<file path="src/rtl/sign_mag_to_twos.sv">
// Sign-magnitude to two's-complement converter for LDPC message words.
// One registered stage with a valid qualifier: one-cycle latency, full throughput.
module sign_mag_to_twos #(
    parameter int DATA_WIDTH = 6
) (
    input  logic                         clk,
    input  logic                         rst,
    input  logic                         in_valid,
    input  logic        [DATA_WIDTH-1:0] inp,
    output logic                         out_valid,
    output logic signed [DATA_WIDTH-1:0] out
);

    localparam logic [DATA_WIDTH-1:0] ONE = {{(DATA_WIDTH-1){1'b0}}, 1'b1};

    logic                  sign;
    logic [DATA_WIDTH-1:0] mag;
    logic [DATA_WIDTH-1:0] conv;

    // Negative zero falls out naturally: ~0 + 1 wraps to 0.
    always_comb begin
        sign = inp[DATA_WIDTH-1];
        mag  = {1'b0, inp[DATA_WIDTH-2:0]};
        conv = sign ? (~mag + ONE) : mag;
    end

    always_ff @(posedge clk) begin
        if (rst) begin
            out       <= '0;
            out_valid <= 1'b0;
        end else begin
            out       <= conv;
            out_valid <= in_valid;
        end
    end

endmodule

</file>
<file path="config.mk">
export PLATFORM = sky130hd
export DESIGN_NAME = sign_mag_to_twos
export DESIGN_NICKNAME = d
export VERILOG_FILES = /design/src/rtl/sign_mag_to_twos.sv
export SDC_FILE = /design/constraint.sdc
export NUM_CORES = 1
export LEC_CHECK = 0
export CAP_MARGIN = 0
export CORE_AREA = 4 4 41 43
export DETAILED_ROUTE_END_ITERATION = 16
export DIE_AREA = 0 0 45 47
export MAX_ROUTING_LAYER = met4
export PLACE_DENSITY = 0.56
export SLEW_MARGIN = 20
export SYNTH_ARGS = -nofsm -noshare
export SYNTH_HDL_FRONTEND = slang
export SYNTH_SLANG_ARGS = --single-unit
</file>
<file path="constraint.sdc">
create_clock -name clk -period 1.5 [get_ports clk]
set_clock_uncertainty 0.05 [all_clocks]
set_input_delay 0.15 -clock clk [delete_from_list [all_inputs] [get_ports clk]]
set_output_delay 0.15 -clock clk [all_outputs]
set_load 0.03 [all_outputs]
</file>
==> impl_metrics.py, run 1 <==
metrics = {
    "finish": {
        "final_nets": 63,
        "diodes": 0,
        "final_cells": 67,
        "drive_above_1_share_pct": 19.2,
        "areaGrowthSynthToFinish_pct": 83.4,
        "fill_cells": 153,
    },
    "logic_synthesis": {
        "synth_area_per_cell_um2": 9.96,
        "synth_largest_area_cell": "dfxtp_1",
        "ys_ff_latch": 7,
        "syn_nets": 38,
        "synth_cell_type_count": 14,
        "ys_warn_count": 0,
        "syn_inst": 28,
        "syn_area_um2": 279,
        "ys_seq_area_share_pct": 50.2,
        "synth_top_area_share_pct": 50.2,
        "synth_area_leaders": "dfxtp_1, nor2_1, nor2b_1, ha_1, mux2_2",
    },
    "min_path": {
        "min_path_cells": 2,
        "hold_end": "out_valid$_SDFF_PP0_",
        "worstHoldStart": "in_valid",
        "hp-class": "input pin to flip-flop",
    },
    "critical_path": {
        "critPathArrivalTime_ns": 1.21,
        "cp_num_buf_inv": 1,
        "cp.required_ns": 1.30,
        "path_class": "flip-flop to output port",
        "critPathMaxStageDelay_ns": 0.66,
        "critical_path.top_delay_family": "buffers and inverters",
        "crit_cells": 1,
        "start_kind": "flip-flop",
        "crit_chain": "clkdlybuf4s50_1",
        "cp_slowest_cell": "clkdlybuf4s50_1",
        "crit_fanout": 1,
        "endpoint_kind": "output port",
    },
    "floorplan": {
        "io_pins": 16,
        "die_y_um": 47,
        "start_util_pct": 21.4,
        "fp.dieArea_um2": 2120,
        "num_rows": 13,
        "die_w_um": 45,
        "coreArea_um2": 1300,
    },
    "routing": {
        "wl_um": 587,
        "ant_nets": 0,
        "drtIter0Drc": 0,
        "vias_per_cell": 3.82,
        "drc_errors": 0,
        "drt-wirelength-per-cell_um": 8.76,
        "num_vias": 256,
        "drt_first_pass_iters": 1,
    },
    "timing": {
        "setup_viol": 0,
        "tightest_slew_ns": 0.308,
        "rsz0062_at_grt": "no",
        "hold_viol": 0,
        "slew_headroom_pct": 79.4,
        "slew_viol_final": 0,
        "setup-tns-final_ns": 0,
        "post-route-period-util_pct": 94.2,
        "period_needed_ns": 1.41,
        "fmaxAchievable_mhz": 708,
        "setup_ws_ns": 0.0868,
    },
    "cts": {
        "clk_pin_slew_worst_paths_ns": 0.05,
        "cts_setup_buffers": 0,
        "cts_root_buf": "clkbuf_4",
        "h-tree-depth": 1,
        "cts_hold_buf": 0,
        "cts_buffer_depth": 2,
        "cts_sinks": 7,
        "numCtsBuffers": 3,
        "cts_resized": 0,
        "cts_tree": "done",
    },
    "outcome": {
        "status": "complete, no violations",
    },
    "placement": {
        "place_hpwl_um": 489,
        "gp_congestion": 0.774,
        "port_buffers": 15,
        "post-place-ws_ns": -0.0760,
        "place_inst": 63,
    },
    "power": {
        "p_leak_nw": 0.218,
        "ir_drop_mv": 0.271,
        "p_per_area_nw_per_um2": 951,
    },
    "flow_run": {
        "cap_violations": 0,
    },
    "global_route": {
        "antenna_found_initial": 0,
        "grt_max_degree": 7,
        "grt-ovfl-total": 0,
        "grt_first_pass_wirelength_um": 986,
        "grt_usage_pct": 7.20,
        "grt_pass1_vias": 258,
    },
}
per-stage QoR:
stage	area, µm²	power [mW]	util, %	hold slack [ns]
finish	512	0.487	39.3	0.414
global route	512	0.516	39.3	0.424
CTS	512	0.498	39.3	0.407
detailed placement	485	0.325	37.3	0.666
global placement	485	0.324	37.3	0.662
floorplan	279	0.258	-	0.167
kinds of logic (layout without fill, tap and decap cells):
logic type / after synthesis / after routing / synth area share [%]
fa+ha+maj: 1 / 1 / 4.48
mux: 2 / 2 / 7.62
xor+xnor: 2 / 2 / 6.28
compound gates: 2 / 2 / 5.38
flops: 7 / 7 / 50.2
simple gates: 12 / 12 / 23.3
buf+inv: 2 / 26 / 2.69
cell usage after synthesis, drive strengths merged:
master  n
dfxtp   7
nor2    6
nor2b   3
inv     2
a21boi  1
ha      1
mux2    1
mux2i   1
nor3    1
nor3b   1
o31ai   1
or3     1
xnor2   1
xor2    1
layout make-up:
class,count,area [µm²],share of cell area [%]
clock buffers,4,26.3,5.13
inverters,2,7.51,1.47
multi-input cells,19,131,25.7
flip-flops and latches,7,140,27.4
well taps,15,18.8,3.67
repair buffers,20,188,36.7
state kept, by name, summed over array words and instances (netlist names):
signal,flops
out_valid,1
out,6
layer usage:
metal  global-route usage, %  wire, µm  vias up
met2                    9.32       273       11
met5                       -         0        -
met4                    8.77        18        0
met1                    7.80       246      104
met3                    2.30        49        2
li1                        -         -      139
where the power goes:
group          total, mW  internal [mW]  switching (mW)  leakage, nW
registers          0.202          0.200         0.00287       0.0583
logic              0.118         0.0631          0.0545        0.144
clock network      0.167          0.101          0.0655       0.0150
worst max-delay path by stage:
stage	from	end	slack, ns
6_report	out[4]$_SDFF_PP0_	out[4]	0.09
3_3_place_gp	inp[1]	out[4]$_SDFF_PP0_	-0.05
4_1_cts	out_valid$_SDFF_PP0_	out_valid	0.07
3_5_place_dp	inp[1]	out[4]$_SDFF_PP0_	-0.08
2_1_floorplan	inp[0]	out[4]$_SDFF_PP0_	0.50
5_1_grt	out_valid$_SDFF_PP0_	out_valid	0.03
cell usage in the layout (no fill, tap or decap):
master,netlist,routed
xnor2_1,1,1
dfxtp_1,7,7
or3_1,1,1
nor3b_1,1,1
inv_1,2,2
nor2b_1,3,3
a21boi_1,1,1
xor2_1,1,1
o31ai_1,1,1
nor3_2,1,1
mux2_2,1,1
clkbuf_1,0,1
clkbuf_4,0,3
ha_1,1,1
nor2_1,6,6
buf_4,0,5
clkdlybuf4s50_1,0,15
mux2i_1,1,1
(Power assumes the default switching activity.)
==> run 2, diff against run 1 <==
RECOVER_POWER = 25   (was not set)
==> run 2 against run 1 <==
Compared with the run above: critical endpoint unchanged; largest cell class unchanged; flip-flop and latch count unchanged; first-iteration DRC count unchanged; critical path type unchanged; clock-buffer cell count unchanged.
==> impl_metrics.py, run 2 (same netlist as run 1, synthesis figures left out) <==
metrics = {
    "outcome": {
        "status": "complete, no violations",
    },
    "timing": {
        "fmaxAchievable_mhz": 707,
        "setup_viol": 0,
        "period_needed_ns": 1.41,
        "hold_viol": 0,
        "post-route-period-util_pct": 94.2,
        "slew_headroom_pct": 79.4,
        "whs_ns": 0.414,
        "setup-tns-final_ns": 0,
        "rsz0062_at_grt": "no",
        "tightest_slew_ns": 0.308,
        "slew_viol_final": 0,
    },
    "placement": {
        "port_buffers": 15,
        "gp_congestion": 0.774,
        "place_inst": 63,
        "place_hpwl_um": 489,
    },
    "finish": {
        "drive_above_1_share_pct": 19.2,
        "fill_cells": 153,
        "diodes": 0,
        "final_nets": 63,
        "mostFrequentLayoutCell": "clkdlybuf4s50_1",
        "final_cells": 67,
        "final_cell_mix": "clkdlybuf4s50_1, dfxtp_1, nor2_1, clkbuf_4, buf_4",
        "final_util_pct": 39.3,
        "reg.largest.list": "out (6), out_valid (1)",
        "largest_register": "out",
        "areaGrowthSynthToFinish_pct": 83.4,
        "largest_reg_flops": 6,
    },
    "power": {
        "p_leak_nw": 0.218,
        "p_per_area_nw_per_um2": 949,
        "ir_drop_mv": 0.268,
    },
    "routing": {
        "drt-wirelength-per-cell_um": 8.78,
        "num_vias": 258,
        "drtIter0Drc": 0,
        "drt_first_pass_iters": 1,
        "ant_nets": 0,
        "drc_errors": 0,
        "vias_per_cell": 3.85,
        "wl_um": 588,
    },
    "cts": {
        "clk_pin_slew_worst_paths_ns": 0.05,
        "numCtsBuffers": 3,
        "cts_hold_buf": 0,
        "cts_setup_buffers": 0,
        "cts_buffer_depth": 2,
        "cts_tree": "done",
        "h-tree-depth": 1,
        "cts_root_buf": "clkbuf_4",
        "cts_sinks": 7,
        "cts_resized": 0,
    },
    "global_route": {
        "grt_first_pass_wirelength_um": 986,
        "grt_usage_pct": 7.20,
        "grt_pass1_vias": 258,
        "antenna_found_initial": 0,
        "grt_max_degree": 7,
        "grt-ovfl-total": 0,
    },
    "critical_path": {
        "cp.required_ns": 1.30,
        "critPathMaxStageDelay_ns": 0.66,
        "crit_fanout": 1,
        "critical_path.top_delay_family": "buffers and inverters",
        "endpoint_kind": "output port",
        "start_kind": "flip-flop",
        "cp_slowest_cell": "clkdlybuf4s50_1",
        "crit_chain": "clkdlybuf4s50_1",
        "path_class": "flip-flop to output port",
        "cp_num_buf_inv": 1,
        "critPathArrivalTime_ns": 1.21,
    },
    "min_path": {
        "worstHoldStart": "in_valid",
        "hp-class": "input pin to flip-flop",
        "hold_end": "out_valid$_SDFF_PP0_",
        "min_path_cells": 2,
    },
    "floorplan": {
        "die_w_um": 45,
        "io_pins": 16,
        "num_rows": 13,
        "fp.dieArea_um2": 2120,
        "coreArea_um2": 1300,
        "start_util_pct": 21.4,
        "die_y_um": 47,
    },
    "flow_run": {
        "cap_violations": 0,
    },
}
-- run 2: changes by cell type in the layout (fill, tap and decap cells not counted), sizes merged --
cell and change:
buf -1, dlygate4sd3 +2, clkdlybuf4s50 -2, clkbuf +1
-- run 2: layout make-up --
| type | instances | area (µm²) | share of cell area (%) |
|---|---|---|---|
| clock buffer | 4 | 26.3 | 5.13 |
| inverter | 2 | 7.51 | 1.47 |
| sequential | 7 | 140 | 27.4 |
| tap | 15 | 18.8 | 3.67 |
| timing repair buffer | 20 | 188 | 36.7 |
| multi-input combinational | 19 | 131 | 25.7 |
-- run 2: worst max path at each step --
stage                               startpoint           endpoint  slack (ns)  depth (start not counted)
after CTS                 out_valid$_SDFF_PP0_          out_valid        0.07                          1
after global routing      out_valid$_SDFF_PP0_          out_valid        0.03                          1
after floorplan                         inp[0]  out[4]$_SDFF_PP0_        0.50                          4
after detailed placement                inp[1]  out[4]$_SDFF_PP0_       -0.08                          5
final                        out[4]$_SDFF_PP0_             out[4]        0.09                          1
after global placement                  inp[1]  out[4]$_SDFF_PP0_       -0.05                          5
-- run 2: per-stage QoR --
step / cell area (µm²) / setup WS (ns) / power [mW]
6_report: 512 / 0.0865 / 0.486
2_1_floorplan: 279 / 0.500 / 0.258
3_3_place_gp: 485 / -0.0535 / 0.324
3_5_place_dp: 485 / -0.0760 / 0.325
5_1_grt: 512 / 0.0293 / 0.515
4_1_cts: 512 / 0.0688 / 0.498
-- run 2: metal layers --
layer,track usage [%],wire (µm),vias to the layer above
met5,-,0,-
met4,8.77,18,0
met3,2.30,45,2
met2,9.32,275,11
met1,7.80,248,106
li1,-,-,139
-- run 2: power by group --
group          switching [mW]  leakage (nW)  internal [mW]  total [mW]
logic                  0.0544         0.145         0.0619       0.116
clock network          0.0657        0.0150          0.101       0.167
registers             0.00287        0.0583          0.200       0.202
total                   0.123         0.218          0.363       0.486
